==> src/rtl/axi4lite_arbiter.sv <==
// Two-master to one-slave AXI4-Lite arbiter with independent round-robin
// write and read paths; grants are registered and held until the response completes.
module axi4lite_arbiter #(
   parameter int ADDR_WIDTH = 2,
   parameter int DATA_WIDTH = 8
) (
   input  logic                    clk,
   input  logic                    rst,
   // requester 0
   input  logic [ADDR_WIDTH-1:0]   s0_awaddr,
   input  logic                    s0_awvalid,
   output logic                    s0_awready,
   input  logic [DATA_WIDTH-1:0]   s0_wdata,
   input  logic [DATA_WIDTH/8-1:0] s0_wstrb,
   input  logic                    s0_wvalid,
   output logic                    s0_wready,
   output logic [1:0]              s0_bresp,
   output logic                    s0_bvalid,
   input  logic                    s0_bready,
   input  logic [ADDR_WIDTH-1:0]   s0_araddr,
   input  logic                    s0_arvalid,
   output logic                    s0_arready,
   output logic [DATA_WIDTH-1:0]   s0_rdata,
   output logic [1:0]              s0_rresp,
   output logic                    s0_rvalid,
   input  logic                    s0_rready,
   // requester 1
   input  logic [ADDR_WIDTH-1:0]   s1_awaddr,
   input  logic                    s1_awvalid,
   output logic                    s1_awready,
   input  logic [DATA_WIDTH-1:0]   s1_wdata,
   input  logic [DATA_WIDTH/8-1:0] s1_wstrb,
   input  logic                    s1_wvalid,
   output logic                    s1_wready,
   output logic [1:0]              s1_bresp,
   output logic                    s1_bvalid,
   input  logic                    s1_bready,
   input  logic [ADDR_WIDTH-1:0]   s1_araddr,
   input  logic                    s1_arvalid,
   output logic                    s1_arready,
   output logic [DATA_WIDTH-1:0]   s1_rdata,
   output logic [1:0]              s1_rresp,
   output logic                    s1_rvalid,
   input  logic                    s1_rready,
   // shared slave port
   output logic [ADDR_WIDTH-1:0]   m_awaddr,
   output logic                    m_awvalid,
   input  logic                    m_awready,
   output logic [DATA_WIDTH-1:0]   m_wdata,
   output logic [DATA_WIDTH/8-1:0] m_wstrb,
   output logic                    m_wvalid,
   input  logic                    m_wready,
   input  logic [1:0]              m_bresp,
   input  logic                    m_bvalid,
   output logic                    m_bready,
   output logic [ADDR_WIDTH-1:0]   m_araddr,
   output logic                    m_arvalid,
   input  logic                    m_arready,
   input  logic [DATA_WIDTH-1:0]   m_rdata,
   input  logic [1:0]              m_rresp,
   input  logic                    m_rvalid,
   output logic                    m_rready,
   output logic [1:0]              wr_gnt,
   output logic [1:0]              rd_gnt
);

   typedef enum logic [1:0] {W_IDLE = 2'd0, W_XFER = 2'd1, W_RESP = 2'd2} wr_state_t;
   typedef enum logic [1:0] {R_IDLE = 2'd0, R_ADDR = 2'd1, R_DATA = 2'd2} rd_state_t;

   wr_state_t  wr_state_q, wr_state_d;
   rd_state_t  rd_state_q, rd_state_d;
   logic [1:0] wr_gnt_q, wr_gnt_d, rd_gnt_q, rd_gnt_d;
   logic       wr_last_q, wr_last_d, rd_last_q, rd_last_d;
   logic       aw_done_q, aw_done_d, w_done_q, w_done_d;
   logic       wr_sel_s, rd_sel_s, aw_rdy_s, w_rdy_s;

   // On a tie the master that did not own the path last time wins.
   function automatic logic [1:0] rr_pick(input logic [1:0] req, input logic last);
      logic [1:0] g;
      g = 2'b00;
      case (req)
         2'b01:   g = 2'b01;
         2'b10:   g = 2'b10;
         2'b11:   g = last ? 2'b01 : 2'b10;
         default: g = 2'b00;
      endcase
      return g;
   endfunction

   assign wr_sel_s = wr_gnt_q[1];
   assign rd_sel_s = rd_gnt_q[1];
   assign wr_gnt   = wr_gnt_q;
   assign rd_gnt   = rd_gnt_q;

   // State, grant and handshake-flag registers for both paths.
   always_ff @(posedge clk) begin
      if (rst) begin
         wr_state_q <= W_IDLE;
         rd_state_q <= R_IDLE;
         wr_gnt_q   <= 2'b00;
         rd_gnt_q   <= 2'b00;
         wr_last_q  <= 1'b1;
         rd_last_q  <= 1'b1;
         aw_done_q  <= 1'b0;
         w_done_q   <= 1'b0;
      end else begin
         wr_state_q <= wr_state_d;
         rd_state_q <= rd_state_d;
         wr_gnt_q   <= wr_gnt_d;
         rd_gnt_q   <= rd_gnt_d;
         wr_last_q  <= wr_last_d;
         rd_last_q  <= rd_last_d;
         aw_done_q  <= aw_done_d;
         w_done_q   <= w_done_d;
      end
   end

   // Write path next state and routing.
   always_comb begin
      wr_state_d = wr_state_q;
      wr_gnt_d   = wr_gnt_q;
      wr_last_d  = wr_last_q;
      aw_done_d  = aw_done_q;
      w_done_d   = w_done_q;
      aw_rdy_s   = 1'b0;
      w_rdy_s    = 1'b0;
      m_awaddr   = '0;
      m_awvalid  = 1'b0;
      m_wdata    = '0;
      m_wstrb    = '0;
      m_wvalid   = 1'b0;
      m_bready   = 1'b0;
      s0_bresp   = 2'b00;
      s1_bresp   = 2'b00;
      s0_bvalid  = 1'b0;
      s1_bvalid  = 1'b0;
      if (wr_gnt_q != 2'b00) begin
         m_awaddr = wr_sel_s ? s1_awaddr : s0_awaddr;
         m_wdata  = wr_sel_s ? s1_wdata  : s0_wdata;
         m_wstrb  = wr_sel_s ? s1_wstrb  : s0_wstrb;
      end else begin
         m_awaddr = '0;
      end
      case (wr_state_q)
         W_IDLE: begin
            wr_gnt_d = rr_pick({s1_awvalid, s0_awvalid}, wr_last_q);
            if (wr_gnt_d != 2'b00) begin
               wr_state_d = W_XFER;
            end else begin
               wr_state_d = W_IDLE;
            end
         end
         W_XFER: begin
            m_awvalid = !aw_done_q && (wr_sel_s ? s1_awvalid : s0_awvalid);
            m_wvalid  = !w_done_q  && (wr_sel_s ? s1_wvalid  : s0_wvalid);
            aw_rdy_s  = !aw_done_q && m_awready;
            w_rdy_s   = !w_done_q  && m_wready;
            aw_done_d = aw_done_q | (m_awvalid & m_awready);
            w_done_d  = w_done_q  | (m_wvalid  & m_wready);
            if (aw_done_d && w_done_d) begin
               wr_state_d = W_RESP;
            end else begin
               wr_state_d = W_XFER;
            end
         end
         W_RESP: begin
            m_bready  = wr_sel_s ? s1_bready : s0_bready;
            s0_bvalid = !wr_sel_s && m_bvalid;
            s1_bvalid =  wr_sel_s && m_bvalid;
            s0_bresp  = wr_sel_s ? 2'b00 : m_bresp;
            s1_bresp  = wr_sel_s ? m_bresp : 2'b00;
            if (m_bvalid && m_bready) begin
               wr_state_d = W_IDLE;
               wr_gnt_d   = 2'b00;
               wr_last_d  = wr_sel_s;
               aw_done_d  = 1'b0;
               w_done_d   = 1'b0;
            end else begin
               wr_state_d = W_RESP;
            end
         end
         default: begin
            wr_state_d = W_IDLE;
            wr_gnt_d   = 2'b00;
         end
      endcase
      s0_awready = !wr_sel_s && aw_rdy_s;
      s1_awready =  wr_sel_s && aw_rdy_s;
      s0_wready  = !wr_sel_s && w_rdy_s;
      s1_wready  =  wr_sel_s && w_rdy_s;
   end

   // Read path next state and routing.
   always_comb begin
      rd_state_d = rd_state_q;
      rd_gnt_d   = rd_gnt_q;
      rd_last_d  = rd_last_q;
      m_araddr   = '0;
      m_arvalid  = 1'b0;
      m_rready   = 1'b0;
      s0_arready = 1'b0;
      s1_arready = 1'b0;
      s0_rdata   = '0;
      s1_rdata   = '0;
      s0_rresp   = 2'b00;
      s1_rresp   = 2'b00;
      s0_rvalid  = 1'b0;
      s1_rvalid  = 1'b0;
      if (rd_gnt_q != 2'b00) begin
         m_araddr = rd_sel_s ? s1_araddr : s0_araddr;
      end else begin
         m_araddr = '0;
      end
      case (rd_state_q)
         R_IDLE: begin
            rd_gnt_d = rr_pick({s1_arvalid, s0_arvalid}, rd_last_q);
            if (rd_gnt_d != 2'b00) begin
               rd_state_d = R_ADDR;
            end else begin
               rd_state_d = R_IDLE;
            end
         end
         R_ADDR: begin
            m_arvalid  = rd_sel_s ? s1_arvalid : s0_arvalid;
            s0_arready = !rd_sel_s && m_arready;
            s1_arready =  rd_sel_s && m_arready;
            if (m_arvalid && m_arready) begin
               rd_state_d = R_DATA;
            end else begin
               rd_state_d = R_ADDR;
            end
         end
         R_DATA: begin
            m_rready  = rd_sel_s ? s1_rready : s0_rready;
            s0_rvalid = !rd_sel_s && m_rvalid;
            s1_rvalid =  rd_sel_s && m_rvalid;
            s0_rdata  = rd_sel_s ? '0 : m_rdata;
            s1_rdata  = rd_sel_s ? m_rdata : '0;
            s0_rresp  = rd_sel_s ? 2'b00 : m_rresp;
            s1_rresp  = rd_sel_s ? m_rresp : 2'b00;
            if (m_rvalid && m_rready) begin
               rd_state_d = R_IDLE;
               rd_gnt_d   = 2'b00;
               rd_last_d  = rd_sel_s;
            end else begin
               rd_state_d = R_DATA;
            end
         end
         default: begin
            rd_state_d = R_IDLE;
            rd_gnt_d   = 2'b00;
         end
      endcase
   end

endmodule

==> config.mk <==
export PLATFORM = sky130hd
export DESIGN_NAME = axi4lite_arbiter
export DESIGN_NICKNAME = d
export VERILOG_FILES = /design/src/rtl/axi4lite_arbiter.sv
export SDC_FILE = /design/constraint.sdc
export NUM_CORES = 1
export LEC_CHECK = 0
export BUFFER_PORTS_ARGS = -buffer_cell sky130_fd_sc_hd__buf_2
export CAP_MARGIN = 20
export CORE_MARGIN = 2
export CORE_UTILIZATION = 35
export CTS_CLUSTER_SIZE = 30
export DETAILED_ROUTE_END_ITERATION = 16
export PLACE_DENSITY_LB_ADDON = 0.15
export SLEW_MARGIN = 20
export SYNTH_ARGS = -nofsm -noshare
export SYNTH_HDL_FRONTEND = slang
export SYNTH_SLANG_ARGS = --single-unit
==> constraint.sdc <==
create_clock -name clk -period 1.79 [get_ports clk]
set_input_delay 0.4475 -clock clk [delete_from_list [all_inputs] [get_ports clk]]
set_output_delay 0.4475 -clock clk [all_outputs]
set_load 0.005 [all_outputs]
# Yosys cells after proc, flatten, opt, wreduce, memory -nomap -nowiden

Cells that the tools add are included.

Register bits after elaboration: 12
RAM bits: 0
Memories: 0
Bits in latches: 0
Input port bits: 55
Output and inout bits: 56
Bits in read-only memories: 0
Word-level logic and storage cells: 119

Mux-type cells: 59
Multiply operators: 0
Order comparisons: 0
Reduce and logical (&&, ||, !) cells: 34
Equality and inequality tests: 12
Shifts and indexed selects: 0
Divide/modulo/power cells: 0
$add $sub $neg: 0
Bitwise operators: 6

Operators by type and width:

| kind                 | number |
|---|---|
| $mux W8              | 6 |
| $mux W2              | 22 |
| $pmux W2 S3          | 6 |
| $mux W1              | 23 |
| $logic_and A1 B1 Y1  | 18 |
| $eq A2 B2 Y1 const B | 6 |
| $reduce_and A2 Y1    | 5 |
| $reduce_bool A2 Y1   | 5 |
| $eq A2 B1 Y1 const B | 4 |
| $logic_not A1 Y1     | 4 |
| $logic_not A2 Y1     | 2 |
| $ne A2 B2 Y1 const B | 2 |
| $pmux W1 S2          | 2 |
| $and A1 B1 Y1        | 2 |
| $not A1 Y1           | 2 |
| $or A1 B1 Y1         | 2 |

# Logic depth before layout (Yosys ltp)

Word-level depth: 7
Gate-level depth with buffers: 4
Depth with buffers taken out: 3

# Worst setup path after synthesis

No wires, ideal clock.

Kind: reg2out
From: reg wr_gnt_q[1] (netlist: wr_gnt[1])
To: out s1_awready
Data arrival time: 1.087 ns
Data required time: 1.342 ns
Cell stages (with the launch flop): 4
Path buffers: 2
Slack: 0.256 ns
Path through: dfxtp_1 > buf_2 > clkbuf_1 > and3_1

Word-level cells in the longest chain between the ends: 1

Ends and longest elaborated chain:

| element                | line | text |
|---|---|---|
| start, declared        | 72   | `logic [1:0] wr_gnt_q, wr_gnt_d, rd_gnt_q, rd_gnt_d;` |
| start signal, assigned | 109  | `wr_gnt_q <= wr_gnt_d;` |
| $logic_and A1 B1 Y1    | 188  | `s1_awready = wr_sel_s && aw_rdy_s;` |
| end, declared          | 30   | `output logic s1_awready,` |

No other way between the ends.

# Worst setup path in the final report

From: reg wr_gnt_q[1] (netlist: wr_gnt[1])
To: out m_wvalid

Word-level cells in the longest chain between the ends: 3

Ends and longest elaborated chain:

| element             | line | text |
|---|---|---|
| $mux W1             | 155  | `m_wvalid = !w_done_q && (wr_sel_s ? s1_wvalid : s0_wvalid);` |
| $logic_and A1 B1 Y1 | 155  |  |
| $mux W1             | 144  | `case (wr_state_q)` |
| end, declared       | 51   | `output logic m_wvalid,` |

No other way between the ends.

==> flow_metrics.tcl <==
set metrics [dict create \
    outcome "finished clean" \
    peakVddDrop_mv 0.469 \
    cts.clk_slew.worst_paths_ps 80 \
    firstDrtPassIters 4 \
    dieHeight_um 59.0 \
    fin_area_mm2 0.00179 \
    slew_headroom_pct 77.4 \
    final.setup.worst_slack_ps 24.7 \
    wire_per_inst_um 12.2 \
    gp_congestion 0.782 \
    cap_violations 0 \
    synth-edff-count 0 \
    drtIter0Drc 35 \
    grt_max_degree 15 \
    placed_area_mm2 0.00166 \
    synth_area_leaders "dfxtp_1 (23%), and2_1 (14%), a22o_1 (11%)" \
    min_path_cells 2 \
    filler_cell_count 272 \
    cp_cell_sequence "mux2_4 -> and2_1 -> buf_2" \
    synth_top_area_cell "dfxtp_1" \
    finalClockSkew_ps 8.63 \
    drv_slew 0 \
    avgSynthCellArea_um2 7.31 \
    via_count 1475 \
    yosysUniqueCellTypes 28 \
    post-dp-hpwl_mm 2.86 \
    rsz0062_at_grt "true" \
    synth_seq_area_share_pct 22.7 \
    pre_cts_ws_ps 59.0 \
    cp_slowest_cell "dfxtp_4" \
    area_delta_synth_final_pct 68.8 \
    r2r_slack_ps 440 \
    max_stage_delay_ps 430 \
    drt-total-wl_mm 3.53 \
    ys_ff_latch 12 \
    p_leak_uw 0.000993 \
    hold_start "s1_bready" \
    antenna_left 0 \
    drive_gt1_share_pct 53.9 \
    pwr_density_cell_mw_per_mm2 461 \
    synthArstFlopShare_pct 0 \
    mostFrequentLayoutCell "buf_2" \
    cts-root-buf "clkbuf_4" \
    clock_latency_ps 280 \
    placementRows 19 \
    grt-ovfl-total 0 \
    io_buffers 110 \
    cp-start-kind "flip-flop" \
    yosysWarnings 0 \
    cts_tree "yes" \
    holdBufCountCts 0 \
    total_power_uw 824 \
    synthesis.area_mm2 0.00106 \
    diodes 0 \
    synth_ff_type "dfxtp_1" \
    worst-path-max-fanout 8 \
    io_pins 111 \
    end_kind "primary output" \
    reg2reg_from "wr_state_q[1]" \
    routed_via_density 5.10 \
    drcViolationCount 0 \
    cts_buffers 3 \
    clkSinkCount 12 \
    finalSetupViolCount 0 \
    cts.path.max_buffers 2 \
    fmax_ghz 0.566 \
    h-tree-depth 1 \
    worstPathArrival_ps 1320 \
    synth_cells 145 \
    r2r_end "wr_last_q" \
    period_minus_slack_ps 1770 \
    syn_nets 200 \
    grt_pass1_wl_mm 5.36 \
    dp_cells 284 \
    critPathKind "reg2out" \
    grt_antenna_before_repair 0 \
    chipWidth_um 59.0 \
    final_nets 314 \
    worstHoldEndpoint "wr_last_q" \
    grt_pass1_vias 1275 \
    start_util_pct 37.8 \
    dieArea_mm2 0.00348 \
    yosysTopAreaCellShare_pct 22.7 \
    r2r_cells 3 \
    fin_crit_sh_pct 98.6 \
    final_cells 289 \
    fp.coreArea_mm2 0.00281 \
    hp-class "in2reg" \
    hold_viol 0 \
    tightest_slew_ps 330 \
    final_cell_mix "buf_2 (110), and2_1 (22), nor2_1 (14)" \
    crit_required_ps 1340 \
    grt_usage_pct 19.3 \
]
==> Yosys cell counts (2+ instances only) <==
cell / n
a22o_1: 13
mux2i_1: 3
and3_1: 3
o21a_1: 2
clkbuf_1: 5
nor2_1: 15
dfxtp_1: 12
nor2b_1: 7
nand2b_1: 8
mux2_2: 2
a21oi_1: 8
inv_1: 4
nand3_1: 2
o31ai_1: 4
a32oi_1: 5
or3_1: 2
nand2_1: 6
and2_1: 23
nor3_1: 4
buf_2: 3
nor3b_1: 2
o211ai_1: 4
o21ai_0: 3
==> worst max-delay path: cells and delay by family (launching register included) <==
kind	cells	cell delay, ps
DFF	1	430
and+or+nand+nor	1	160
buffers and inverters	1	120
muxes	1	330
==> state kept, by name, summed over array words and instances, names as in the netlist <==
name and cells:
aw_done_q 1, rd_state_q 2, wr_last_q 1, w_done_q 1, rd_gnt 2, wr_state_q 2, rd_last_q 1, wr_gnt 2
==> cells by family (layout without fill, tap and decap cells) <==
logic type | after synthesis | after routing | synth area share (%)
flip-flops | 12 | 12 | 22.7
AO/OA/AOI/OAI | 40 | 40 | 28.1
AND/OR/NAND/NOR | 76 | 77 | 39.7
multiplexers | 5 | 5 | 4.96
buffers and inverters | 12 | 124 | 4.60
==> metrics by stage <==
step | hold WS (ps) | setup TNS, ps | utilization, %
after floorplan | 467 | 0 | -
after global placement | 494 | 0 | 59.2
after detailed placement | 494 | 0 | 59.2
after CTS | 407 | -1.87 | 61.4
after global routing | 433 | -15.3 | 63.8
final | 418 | 0 | 63.8
==> worst max-delay path by stage <==
stage,start,cells past startpoint,to
after floorplan,wr_gnt[1],3,s1_awready
after CTS,wr_gnt[1],3,m_wvalid
after detailed placement,wr_gnt[1],3,m_wdata[2]
after global routing,wr_gnt[1],3,m_wvalid
after global placement,wr_gnt[1],3,m_wdata[5]
final,wr_gnt[1],3,m_wvalid
==> power by group <==
| group | switching, µW | leakage [µW] | internal (µW) |
|---|---|---|---|
| Combinational | 128 | 0.000871 | 162 |
| Clock | 97.8 | 0.0000210 | 124 |
| Sequential | 28.7 | 0.000101 | 284 |
==> repair_timing <==
action	in CTS	in global routing
pin swaps	0	1
gates resized for setup	9	17
gates cloned	0	1
setup buffers	0	0
setup endpoints to repair	46	32
==> per-layer routing <==
layer,up-vias,part of all wire (%),track usage (%),wire length (µm)
li1,756,-,-,-
met1,644,45,25.0,1580
met2,71,46,32.4,1620
met3,4,8.8,5.46,310
met4,0,0.57,3.25,20
met5,-,0,0,0
==> area by class of cell <==
cell class | instances | area, µm² | share of cell area, %
well taps | 31 | 38.8 | 2.17
flip-flops and latches | 12 | 251 | 14.1
clock buffers | 4 | 36.3 | 2.03
inverters | 4 | 15.0 | 0.839
repair buffers | 116 | 603 | 33.7
multi-input cells | 122 | 845 | 47.2
Power figures use the tool's default switching activity.
